--- src/rtl/gpio_reg_bus_arbiter_if.sv ---
// Requester ports and GPIO register bus between the two masters and the arbiter.
// The slave modport is the arbiter's view; the master modport drives requests and register read data.
interface gpio_reg_bus_arbiter_if #(
    parameter int unsigned AddrWidth = 16,
    parameter int unsigned BusWidth  = 32
);
    logic                 m0_req;
    logic                 m0_we;
    logic [AddrWidth-3:0] m0_addr;
    logic [BusWidth-1:0]  m0_wdata;
    logic                 m0_ack;
    logic                 m0_err;
    logic [BusWidth-1:0]  m0_rdata;

    logic                 m1_req;
    logic                 m1_we;
    logic [AddrWidth-3:0] m1_addr;
    logic [BusWidth-1:0]  m1_wdata;
    logic                 m1_ack;
    logic                 m1_err;
    logic [BusWidth-1:0]  m1_rdata;

    logic                 chip_sel;
    logic                 write_reg;
    logic                 read_reg;
    logic [AddrWidth-3:0] busaddress;
    logic [BusWidth-1:0]  busdata_in;
    logic [BusWidth-1:0]  reg_rdata;

    modport slave (
        input  m0_req, m0_we, m0_addr, m0_wdata,
        input  m1_req, m1_we, m1_addr, m1_wdata,
        input  reg_rdata,
        output m0_ack, m0_err, m0_rdata,
        output m1_ack, m1_err, m1_rdata,
        output chip_sel, write_reg, read_reg, busaddress, busdata_in
    );

    modport master (
        output m0_req, m0_we, m0_addr, m0_wdata,
        output m1_req, m1_we, m1_addr, m1_wdata,
        output reg_rdata,
        input  m0_ack, m0_err, m0_rdata,
        input  m1_ack, m1_err, m1_rdata,
        input  chip_sel, write_reg, read_reg, busaddress, busdata_in
    );
endinterface

--- src/rtl/gpio_reg_bus_arbiter.sv ---
// Round-robin arbiter sharing the GPIO register bus between the host (port 0) and a boot master (port 1).
//  state | meaning
//  IDLE  | arbitrate requests, latch the granted access
//  ISSUE | single-cycle chip_sel plus read or write strobe
//  WAIT  | turnaround countdown; read data captured on the last cycle
//  ACK   | one-cycle ack (with err for an out-of-window port-1 access)
module gpio_reg_bus_arbiter #(
    parameter int unsigned AddrWidth   = 16,
    parameter int unsigned BusWidth    = 32,
    parameter int unsigned ReadLatency = 4,
    parameter int unsigned WriteGap    = 2,
    parameter int unsigned WinLo       = 'h1100,
    parameter int unsigned WinHi       = 'h1400
) (
    input  logic                  reg_clk,
    input  logic                  reset_reg_N,
    gpio_reg_bus_arbiter_if.slave bus
);
    typedef enum logic [1:0] {IDLE, ISSUE, WAIT, ACK} state_e;

    localparam logic [3:0]           RdN     = 4'(ReadLatency);
    localparam logic [3:0]           WrN     = 4'(WriteGap);
    localparam logic [AddrWidth-1:0] WinLoB  = AddrWidth'(WinLo);
    localparam logic [AddrWidth-1:0] WinHiB  = AddrWidth'(WinHi);

    state_e               state_q, state_d;
    logic                 last_grant_q, last_grant_d;
    logic                 we_q, we_d;
    logic                 err_q, err_d;
    logic [AddrWidth-3:0] addr_q, addr_d;
    logic [BusWidth-1:0]  wdata_q, wdata_d;
    logic [BusWidth-1:0]  rdata_q, rdata_d;
    logic [3:0]           cnt_q, cnt_d;

    logic                 gnt_valid;
    logic                 gnt_port;
    logic                 m1_in_win;
    logic [AddrWidth-1:0] m1_byte_addr;
    logic [3:0]           wait_n;
    logic                 ack;

    assign m1_byte_addr = {bus.m1_addr, 2'b00};
    assign m1_in_win    = (m1_byte_addr >= WinLoB) && (m1_byte_addr < WinHiB);
    assign wait_n       = we_q ? WrN : RdN;

    always_ff @(posedge reg_clk or negedge reset_reg_N) begin
        if (!reset_reg_N) begin
            state_q      <= IDLE;
            last_grant_q <= 1'b1;
            we_q         <= 1'b0;
            err_q        <= 1'b0;
            addr_q       <= '0;
            wdata_q      <= '0;
            rdata_q      <= '0;
            cnt_q        <= '0;
        end else begin
            state_q      <= state_d;
            last_grant_q <= last_grant_d;
            we_q         <= we_d;
            err_q        <= err_d;
            addr_q       <= addr_d;
            wdata_q      <= wdata_d;
            rdata_q      <= rdata_d;
            cnt_q        <= cnt_d;
        end
    end

    always_comb begin
        state_d      = state_q;
        last_grant_d = last_grant_q;
        we_d         = we_q;
        err_d        = err_q;
        addr_d       = addr_q;
        wdata_d      = wdata_q;
        rdata_d      = rdata_q;
        cnt_d        = cnt_q;
        gnt_valid    = 1'b0;
        gnt_port     = 1'b0;
        unique case (state_q)
            IDLE: begin
                // On contention the port that did not win last time is granted
                if (bus.m0_req && bus.m1_req) begin
                    gnt_valid = 1'b1;
                    gnt_port  = ~last_grant_q;
                end else if (bus.m0_req) begin
                    gnt_valid = 1'b1;
                    gnt_port  = 1'b0;
                end else if (bus.m1_req) begin
                    gnt_valid = 1'b1;
                    gnt_port  = 1'b1;
                end
                if (gnt_valid) begin
                    last_grant_d = gnt_port;
                    we_d         = gnt_port ? bus.m1_we    : bus.m0_we;
                    addr_d       = gnt_port ? bus.m1_addr  : bus.m0_addr;
                    wdata_d      = gnt_port ? bus.m1_wdata : bus.m0_wdata;
                    rdata_d      = '0;
                    err_d        = gnt_port && !m1_in_win;
                    state_d      = err_d ? ACK : ISSUE;
                end
            end
            ISSUE: begin
                cnt_d   = wait_n;
                state_d = (wait_n == 4'd0) ? ACK : WAIT;
            end
            WAIT: begin
                if (cnt_q == 4'd1) begin
                    state_d = ACK;
                    if (!we_q) rdata_d = bus.reg_rdata;
                end else begin
                    cnt_d = cnt_q - 4'd1;
                end
            end
            ACK: state_d = IDLE;
            default: state_d = IDLE;
        endcase
    end

    always_comb begin
        ack            = (state_q == ACK);
        bus.chip_sel   = (state_q == ISSUE);
        bus.write_reg  = (state_q == ISSUE) && we_q;
        bus.read_reg   = (state_q == ISSUE) && !we_q;
        bus.busaddress = addr_q;
        bus.busdata_in = wdata_q;
        bus.m0_ack     = ack && !last_grant_q;
        bus.m1_ack     = ack && last_grant_q;
        bus.m0_err     = 1'b0;
        bus.m1_err     = ack && last_grant_q && err_q;
        bus.m0_rdata   = (ack && !last_grant_q) ? rdata_q : '0;
        bus.m1_rdata   = (ack && last_grant_q) ? rdata_q : '0;
    end
endmodule

--- src/flat_wrapper.sv ---
// flat-port wrapper written by rule: the top's interface ports become plain ports
module gpio_reg_bus_arbiter_flat 
#(
    parameter int unsigned AddrWidth   = 16,
    parameter int unsigned BusWidth    = 32,
    parameter int unsigned ReadLatency = 4,
    parameter int unsigned WriteGap    = 2,
    parameter int unsigned WinLo       = 'h1100,
    parameter int unsigned WinHi       = 'h1400
)
  (reg_clk, reset_reg_N, bus_m0_req, bus_m0_we, bus_m0_addr, bus_m0_wdata, bus_m1_req, bus_m1_we, bus_m1_addr, bus_m1_wdata, bus_reg_rdata, bus_m0_ack, bus_m0_err, bus_m0_rdata, bus_m1_ack, bus_m1_err, bus_m1_rdata, bus_chip_sel, bus_write_reg, bus_read_reg, bus_busaddress, bus_busdata_in);
  gpio_reg_bus_arbiter_if #(.AddrWidth(AddrWidth), .BusWidth(BusWidth)) bus_i ();
  input  logic reg_clk;
  input  logic reset_reg_N;
  input wire logic [$bits(bus_i.m0_req)-1:0] bus_m0_req;
  input wire logic [$bits(bus_i.m0_we)-1:0] bus_m0_we;
  input wire logic [$bits(bus_i.m0_addr)-1:0] bus_m0_addr;
  input wire logic [$bits(bus_i.m0_wdata)-1:0] bus_m0_wdata;
  input wire logic [$bits(bus_i.m1_req)-1:0] bus_m1_req;
  input wire logic [$bits(bus_i.m1_we)-1:0] bus_m1_we;
  input wire logic [$bits(bus_i.m1_addr)-1:0] bus_m1_addr;
  input wire logic [$bits(bus_i.m1_wdata)-1:0] bus_m1_wdata;
  input wire logic [$bits(bus_i.reg_rdata)-1:0] bus_reg_rdata;
  output wire logic [$bits(bus_i.m0_ack)-1:0] bus_m0_ack;
  output wire logic [$bits(bus_i.m0_err)-1:0] bus_m0_err;
  output wire logic [$bits(bus_i.m0_rdata)-1:0] bus_m0_rdata;
  output wire logic [$bits(bus_i.m1_ack)-1:0] bus_m1_ack;
  output wire logic [$bits(bus_i.m1_err)-1:0] bus_m1_err;
  output wire logic [$bits(bus_i.m1_rdata)-1:0] bus_m1_rdata;
  output wire logic [$bits(bus_i.chip_sel)-1:0] bus_chip_sel;
  output wire logic [$bits(bus_i.write_reg)-1:0] bus_write_reg;
  output wire logic [$bits(bus_i.read_reg)-1:0] bus_read_reg;
  output wire logic [$bits(bus_i.busaddress)-1:0] bus_busaddress;
  output wire logic [$bits(bus_i.busdata_in)-1:0] bus_busdata_in;
  assign bus_i.m0_req = bus_m0_req;
  assign bus_i.m0_we = bus_m0_we;
  assign bus_i.m0_addr = bus_m0_addr;
  assign bus_i.m0_wdata = bus_m0_wdata;
  assign bus_i.m1_req = bus_m1_req;
  assign bus_i.m1_we = bus_m1_we;
  assign bus_i.m1_addr = bus_m1_addr;
  assign bus_i.m1_wdata = bus_m1_wdata;
  assign bus_i.reg_rdata = bus_reg_rdata;
  assign bus_m0_ack = bus_i.m0_ack;
  assign bus_m0_err = bus_i.m0_err;
  assign bus_m0_rdata = bus_i.m0_rdata;
  assign bus_m1_ack = bus_i.m1_ack;
  assign bus_m1_err = bus_i.m1_err;
  assign bus_m1_rdata = bus_i.m1_rdata;
  assign bus_chip_sel = bus_i.chip_sel;
  assign bus_write_reg = bus_i.write_reg;
  assign bus_read_reg = bus_i.read_reg;
  assign bus_busaddress = bus_i.busaddress;
  assign bus_busdata_in = bus_i.busdata_in;
  gpio_reg_bus_arbiter #(.AddrWidth(AddrWidth), .BusWidth(BusWidth), .ReadLatency(ReadLatency), .WriteGap(WriteGap), .WinLo(WinLo), .WinHi(WinHi)) u_core (.reg_clk(reg_clk), .reset_reg_N(reset_reg_N), .bus(bus_i));
endmodule
--- config.mk ---
export PLATFORM = sky130hd
export DESIGN_NAME = gpio_reg_bus_arbiter_flat
export DESIGN_NICKNAME = d
export VERILOG_FILES = /design/src/rtl/gpio_reg_bus_arbiter_if.sv /design/src/rtl/gpio_reg_bus_arbiter.sv /design/src/flat_wrapper.sv
export SDC_FILE = /design/constraint.sdc
export NUM_CORES = 1
export LEC_CHECK = 0
export ABC_AREA = 1
export BUFFER_PORTS_ARGS = -buffer_cell sky130_fd_sc_hd__buf_2
export CAP_MARGIN = 20
export CORE_UTILIZATION = 45
export DETAILED_ROUTE_END_ITERATION = 12
export PLACE_DENSITY = 0.79
export SLEW_MARGIN = 20
export SYNTH_ARGS = -nofsm -noshare
export SYNTH_HDL_FRONTEND = slang
export SYNTH_SLANG_ARGS = --single-unit
--- constraint.sdc ---
create_clock -name reg_clk -period 2.1 [get_ports reg_clk]
set_input_delay 0.315 -clock reg_clk [delete_from_list [all_inputs] [get_ports reg_clk]]
set_output_delay 0.315 -clock reg_clk [all_outputs]
set_load 0.02 [all_outputs]
==> results of run 1 <==
-- power by group through the flow --
stage          registers, µW  logic, µW  clock network (µW)
3_5_place_dp            2950       4550                   0
5_1_grt                 3040       5090                1310
4_1_cts                 2950       4540                1250
6_report                2950       4520                1210
3_3_place_gp            2950       4460                   0
2_1_floorplan           3440       2850                   0
-- worst max-delay path by stage --
stage,slack (ns),cells after the start,end
floorplan,0.23,6,bus_m0_rdata[10]
global placement,0.28,7,u_core.bus.busdata_in[12]$_DFFE_PN0P_
detailed placement,0.18,7,u_core.bus.busaddress[4]$_DFFE_PN0P_
CTS,0.09,7,bus_m0_rdata[2]
global route,0.005,7,u_core.bus.busaddress[2]$_DFFE_PN0P_
finish,0.14,5,bus_m1_err
-- registers in the layout, indices dropped and copies added, names as in the netlist --
name and count:
u_core.bus.busdata_in 32, u_core.cnt_q 4, u_core.last_grant_q 1, u_core.we_q 1, u_core.state_q 2, u_core.rdata_q 32
u_core.bus.busaddress 14, u_core.err_q 1
-- cell type report --
type	instances	area share (%)
Sequential cell	87	36.0
Multi-Input combinational cell	411	31.5
Timing Repair Buffer	259	22.8
Inverter	55	3.41
Tap cell	133	2.75
Clock buffer	12	2.56
Clock inverter	4	0.889
-- worst min-delay path, delay by kind of cell --
kind                   cells  cell delay (ns)
buffers and inverters      1             0.08
AOI/OAI and AO/OA          1             0.11
and+or+nand+nor            1             0.03
-- cells by family (layout without fill, tap and decap cells) --
logic type	Yosys count	count (layout)	synth area share [%]
buffers and inverters	92	330	10.1
XOR/XNOR	1	1	0.193
other	1	1	0.0826
flip-flops	87	87	48.0
adder cells (fa/ha/maj)	6	6	1.65
AND/OR/NAND/NOR	267	267	22.6
AO/OA/AOI/OAI	136	136	17.4
-- routing by layer --
metal	part of all wire [%]	wire (µm)	vias to the layer above	GRT usage (%)
met5	0	0	-	0
met4	1.0	124	0	7.47
met3	7.7	923	10	5.95
met2	49	5800	168	39.0
met1	43	5070	2012	27.7
li1	-	-	2301	-
-- metrics by stage --
| step | power [µW] | worst slack (ns) | hold WS (ns) |
|---|---|---|---|
| 2_1_floorplan | 6290 | 0.234 | 0.0194 |
| 3_3_place_gp | 7410 | 0.275 | 0.251 |
| 3_5_place_dp | 7500 | 0.178 | 0.255 |
| 4_1_cts | 8740 | 0.0887 | 0.198 |
| 5_1_grt | 9440 | 0.00513 | 0.204 |
| 6_report | 8680 | 0.140 | 0.219 |
-- repair_timing --
action	CTS	global route
resized for setup	0	2
hold buffers	1	0
hold endpoints to repair	26	0
buffers inserted	0	1
setup endpoints to repair	0	29
-- layout by cell type, fill, tap and decap left out --
| cell | n |
|---|---|
| a21oi_4 | 2 |
| buf_12 | 3 |
| buf_2 | 244 |
| buf_4 | 9 |
| buf_6 | 2 |
| bufinv_16 | 1 |
| clkbuf_1 | 1 |
| clkbuf_8 | 11 |
| clkinvlp_4 | 2 |
| conb_1 | 1 |
| dfrtp_1 | 86 |
| dfstp_2 | 1 |
| dlygate4sd3_1 | 1 |
| ha_1 | 6 |
| inv_1 | 51 |
| inv_2 | 4 |
| inv_6 | 1 |
| nand2_1 | 139 |
| nand3_1 | 4 |
| nand3_4 | 1 |
| nor2_1 | 122 |
| o21ai_0 | 29 |
| o21ai_1 | 80 |
| o21ai_2 | 25 |
| or2_2 | 1 |
| xnor2_1 | 1 |
==> flow_summary_export.csv, run 1 <==
group,metric,value,unit
hold_path,min_path_type,"primary input to flop",
sta,fin_tns_setup,0,ns
routing,vias,4491,
sta,finalHoldViolCount,0,
routing,drc,0,
cts,clkTransAtPathRegs,0.10,ns
global_route,track_usage,22.7,%
setup_path,cp_data_arrival_time,1.64,ns
yosys,synth_top_area_cell,"dfrtp_1",
yosys,synth-edff-count,0,
sta,maxSlewHeadroom,46.4,%
routing,detail_route.wirelength,11900,µm
global_route,grt_pass1_vias,3995,
placement,placed_cell_area,5820,µm²
setup_path,critPathKind,"flop to output pin",
yosys,synth_top_area_share,47.4,%
power_and_ir_drop,sw_frac_of_total,46.6,%
cts,htree_num_levels,3,
final_layout,final_util,61.9,%
power_and_ir_drop,vdd_drop_max,763,µV
sta,setup_violations,0,
routing,dr.pass1.iters,5,
power_and_ir_drop,power_frac_clock,13.9,%
yosys,syn_area,4540,µm²
hold_path,worstHoldEndpoint,"u_core.bus.busdata_in[0]$_DFFE_PN0P_",
final_layout,fin_cells,961,
final_layout,syn_to_final_growth,33.3,%
die,io_pins,247,
sta,fin_skew,0.0124,ns
yosys,yosysMostFrequentCell,"nand2_1",
hold_path,whs_path_depth,3,
sta,rsz0062_at_grt,"no",
cts,cts_buffers,9,
sta,fin_crit,1.96,ns
power_and_ir_drop,p_per_area,1430,nW/µm²
die,die_h,102,µm
final_layout,nets,959,
final_layout,antennaDiodeCount,0,
placement,io_buffers,245,
setup_path,worst-path-buf-inv,2,
global_route,overflow,0,
cts,clkSinkCount,87,
routing,post_drt_wl_per_cell,12.4,µm
setup_path,critical_path.slowest_cell,"dfrtp_1",
die,rows,36,
cts,cts.path.max_buffers,2,
yosys,synth_flop_cell,"dfrtp_1",
cts,root_buffer,"clkbuf_8",
routing,ant_nets,0,
hold_path,hp-start,"bus_m1_wdata[0]",
yosys,synth_area_leaders,"dfrtp_1 (47%), nand2_1 (11%), nor2_1 (10%), o21ai_1 (8.8%), o21ai_2 (4.8%)",
die,dieArea,10500,µm²
final_layout,drive_above_1_share,37.1,%
setup_path,critPathLaunch,"u_core.state_q[0]$_DFFE_PN0P_",
yosys,avgSynthCellArea,7.69,µm²
final_layout,final_area,6050,µm²
setup_path,path_cells,"ha_1, nand2_1, buf_4, nor2_1, buf_2",
yosys,yosys_warnings,0,
outcome,outcome,"finished clean",
routing,first_iter_violations,117,
placement,dp_hpwl,8910,µm
die,core-area,9770,µm²
sta,fmax,510,MHz
power_and_ir_drop,sequentialPowerShare,34.0,%
global_route,grt_max_degree,50,
setup_path,r2r_end,"u_core.bus.busaddress[6]$_DFFE_PN0P_",
cts,tritoncts,"built",
power_and_ir_drop,power_leakage,0.00323,µW
placement,dp_cells,943,
yosys,ys_seq_area_share,48.0,%
setup_path,reg2regPathDepth,7,
setup_path,crit_fanout,34,
die,start_util,46.4,%
final_layout,final.fill_count,927,
routing,viasPerCell,4.67,
global_route,grt_pass1_wl,18500,µm
setup_path,cp_slowest_stage_delay,0.42,ns
power_and_ir_drop,power_frac_comb,52.1,%
setup_path,startpoint_type,"flop",
setup_path,end_kind,"output pin",
cts,insertion_delay,0.34,ns
yosys,synthTopCellsByCount,"nand2_1 (139), nor2_1 (122), dfrtp_1 (86)",
placement,gp_congestion,0.752,
sta,slew_violations,0,
setup_path,rrSetupSlack,0.18,ns
power_and_ir_drop,power.switching,4040,µW
setup_path,worstPathRequired,1.78,ns
final_layout,multiInputGateArea,1910,µm²
flow_run,drv_cap,0,
sta,worst_pin_slew,0.803,ns
yosys,ys_types,23,
setup_path,worstReg2RegStart,"u_core.state_q[0]$_DFFE_PN0P_",
final_layout,regArea,2180,µm²
setup_path,critPathTopFamily,"buffers and inverters",
die,die_w,102,µm
power_and_ir_drop,intPower,4640,µW
yosys,synth_cells,590,
yosys,ys_seq_elements,87,
yosys,ys_async_sr_fraction,100,%
sta,fin_crit_sh,93.3,%
yosys,synth.net_count,726,
global_route,antenna_found_initial,0,
(Power assumes the default switching activity.)
==> inputs of run 2 (changes only) <==
--- a/config.mk
+++ b/config.mk
@@ -10,7 +10,7 @@
 export CAP_MARGIN = 20
 export CORE_UTILIZATION = 45
 export DETAILED_ROUTE_END_ITERATION = 12
-export PLACE_DENSITY = 0.79
+export PLACE_DENSITY_LB_ADDON = 0.2
 export SLEW_MARGIN = 20
 export SYNTH_ARGS = -nofsm -noshare
 export SYNTH_HDL_FRONTEND = slang
==> flow_summary_export.csv, run 2 (synthesized netlist as in run 1, its figures left out) <==
group,metric,value,unit
final_layout,final.fill_count,920,
sta,fin_crit,1.97,ns
global_route,grt_pass1_wl,19300,µm
power_and_ir_drop,sw_frac_of_total,47.2,%
cts,tritoncts,"built",
routing,met1_length,5010,µm
setup_path,end_kind,"output pin",
setup_path,crit_fanout,32,
die,rows,36,
die,dieArea,10500,µm²
sta,fin_skew,0.00563,ns
setup_path,worstReg2RegStart,"u_core.state_q[0]$_DFFE_PN0P_",
sta,fin_crit_sh,94.0,%
cts,insertion_delay,0.35,ns
setup_path,cp_data_arrival_time,1.66,ns
final_layout,nets,959,
setup_path,startpoint_type,"flop",
placement,gp_congestion,0.807,
power_and_ir_drop,intPower,4520,µW
routing,viasPerCell,4.77,
cts,clkTransAtPathRegs,0.08,ns
routing,drc,0,
routing,routed-wl-met3,974,µm
setup_path,rrSetupSlack,0.35,ns
placement,io_buffers,245,
sta,worst_pin_slew,0.550,ns
final_layout,antennaDiodeCount,0,
sta,slew_violations,0,
routing,detail_route.wirelength,12500,µm
final_layout,syn_to_final_growth,32.7,%
die,io_pins,247,
routing,wl_met2,6270,µm
sta,maxSlewHeadroom,63.3,%
routing,highest_layer,"met4",
cts,cts_buffers,9,
power_and_ir_drop,power,8560,µW
cts,htree_num_levels,3,
sta,whs,0.218,ns
die,die_w,102,µm
power_and_ir_drop,power.switching,4040,µW
global_route,grt_max_degree,56,
placement,dp_hpwl,9260,µm
cts,clkSinkCount,87,
die,start_util,46.4,%
power_and_ir_drop,p_per_area,1420,nW/µm²
flow_run,drv_cap,0,
routing,dr.pass1.iters,5,
hold_path,hp-start,"bus_reg_rdata[4]",
sta,finalHoldViolCount,0,
global_route,overflow,0,
final_layout,drive_above_1_share,37.0,%
outcome,outcome,"finished clean",
routing,post_drt_wl_per_cell,13.0,µm
global_route,track_usage,23.8,%
setup_path,reg2regPathDepth,8,
setup_path,worstPathRequired,1.78,ns
power_and_ir_drop,vdd_drop_max,773,µV
final_layout,layout_commonest_cell,"buf_2",
routing,vias,4579,
setup_path,r2r_end,"u_core.rdata_q[16]$_DFFE_PN0P_",
routing,first_iter_violations,138,
die,core-area,9770,µm²
global_route,grt_pass1_vias,4184,
hold_path,worstHoldEndpoint,"u_core.rdata_q[4]$_DFFE_PN0P_",
sta,fmax,507,MHz
global_route,antenna_found_initial,0,
power_and_ir_drop,power_frac_clock,12.9,%
sta,setup_violations,0,
setup_path,critPathKind,"flop to output pin",
cts,cts.path.max_buffers,2,
placement,placed_cell_area,5820,µm²
power_and_ir_drop,power_frac_comb,52.6,%
routing,ant_nets,0,
final_layout,final_area,6020,µm²
cts,post_cts_buffers,0,
die,die_h,102,µm
cts,root_buffer,"clkbuf_8",
final_layout,final_cell_mix,"buf_2 (241), nand2_1 (139), nor2_1 (122)",
power_and_ir_drop,sequentialPowerShare,34.6,%
hold_path,whs_path_depth,3,
hold_path,min_path_type,"primary input to flop",
power_and_ir_drop,power_leakage,0.00322,µW
[run 2: power by group through the flow]
| stage | Sequential (µW) | Combinational (µW) | Clock, µW |
|---|---|---|---|
| finish | 2960 | 4500 | 1100 |
| global route | 3060 | 5020 | 1200 |
| CTS | 2960 | 4530 | 1130 |
| detailed placement | 2970 | 4530 | 0 |
| global placement | 2950 | 4370 | 0 |
| floorplan | 3440 | 2850 | 0 |
[run 2: area by class of cell]
type	count	area, µm²	area share, %
sequential	87	2180	36.2
multi-input combinational	411	1910	31.7
tap	133	166	2.76
clock inverter	5	50.0	0.831
timing repair buffer	259	1390	23.0
inverter	55	206	3.43
clock buffer	10	128	2.12
[run 2: critical path, cell delays in order, from the launching register on]
cell	delay, ns
dfrtp_1	0.40
ha_1	0.18
inv_1	0.04
nor2_1	0.12
inv_1	0.07
buf_6	0.18
nor2_1	0.15
buf_4	0.16
[run 2: stage by stage]
step / cells / setup WS (ns) / utilization [%] / TNS (ns)
final: 960 / 0.126 / 61.6 / 0
after global routing: 960 / -0.0122 / 61.6 / -0.0122
after CTS: 960 / 0.0477 / 61.5 / 0
after detailed placement: 944 / 0.355 / 59.6 / 0
after global placement: 944 / 0.436 / 59.6 / 0
after floorplan: 590 / 0.234 / - / 0
[run 2: worst max path at each step]
stage | start | to | depth (start not counted)
CTS | u_core.state_q[1]$_DFFE_PN0P_ | bus_m0_rdata[9] | 7
floorplan | u_core.state_q[0]$_DFFE_PN0P_ | bus_m0_rdata[10] | 6
finish | u_core.state_q[1]$_DFFE_PN0P_ | bus_m0_rdata[9] | 7
global placement | u_core.state_q[0]$_DFFE_PN0P_ | u_core.rdata_q[19]$_DFFE_PN0P_ | 8
global route | u_core.state_q[1]$_DFFE_PN0P_ | bus_m0_rdata[9] | 7
detailed placement | u_core.state_q[0]$_DFFE_PN0P_ | u_core.rdata_q[2]$_DFFE_PN0P_ | 8
[run 2: timing repair]
action	4_1_cts	5_1_grt
gates resized for setup	0	4
hold buffers	1	0
endpoints found under the hold margin	37	0
setup endpoints to repair	0	30
[run 2: metal layers]
metal | up-vias | GRT usage, %
met3 | 16 | 5.61
met5 | - | 0
met2 | 195 | 41.1
li1 | 2303 | -
met1 | 2065 | 28.6
met4 | 0 | 9.67
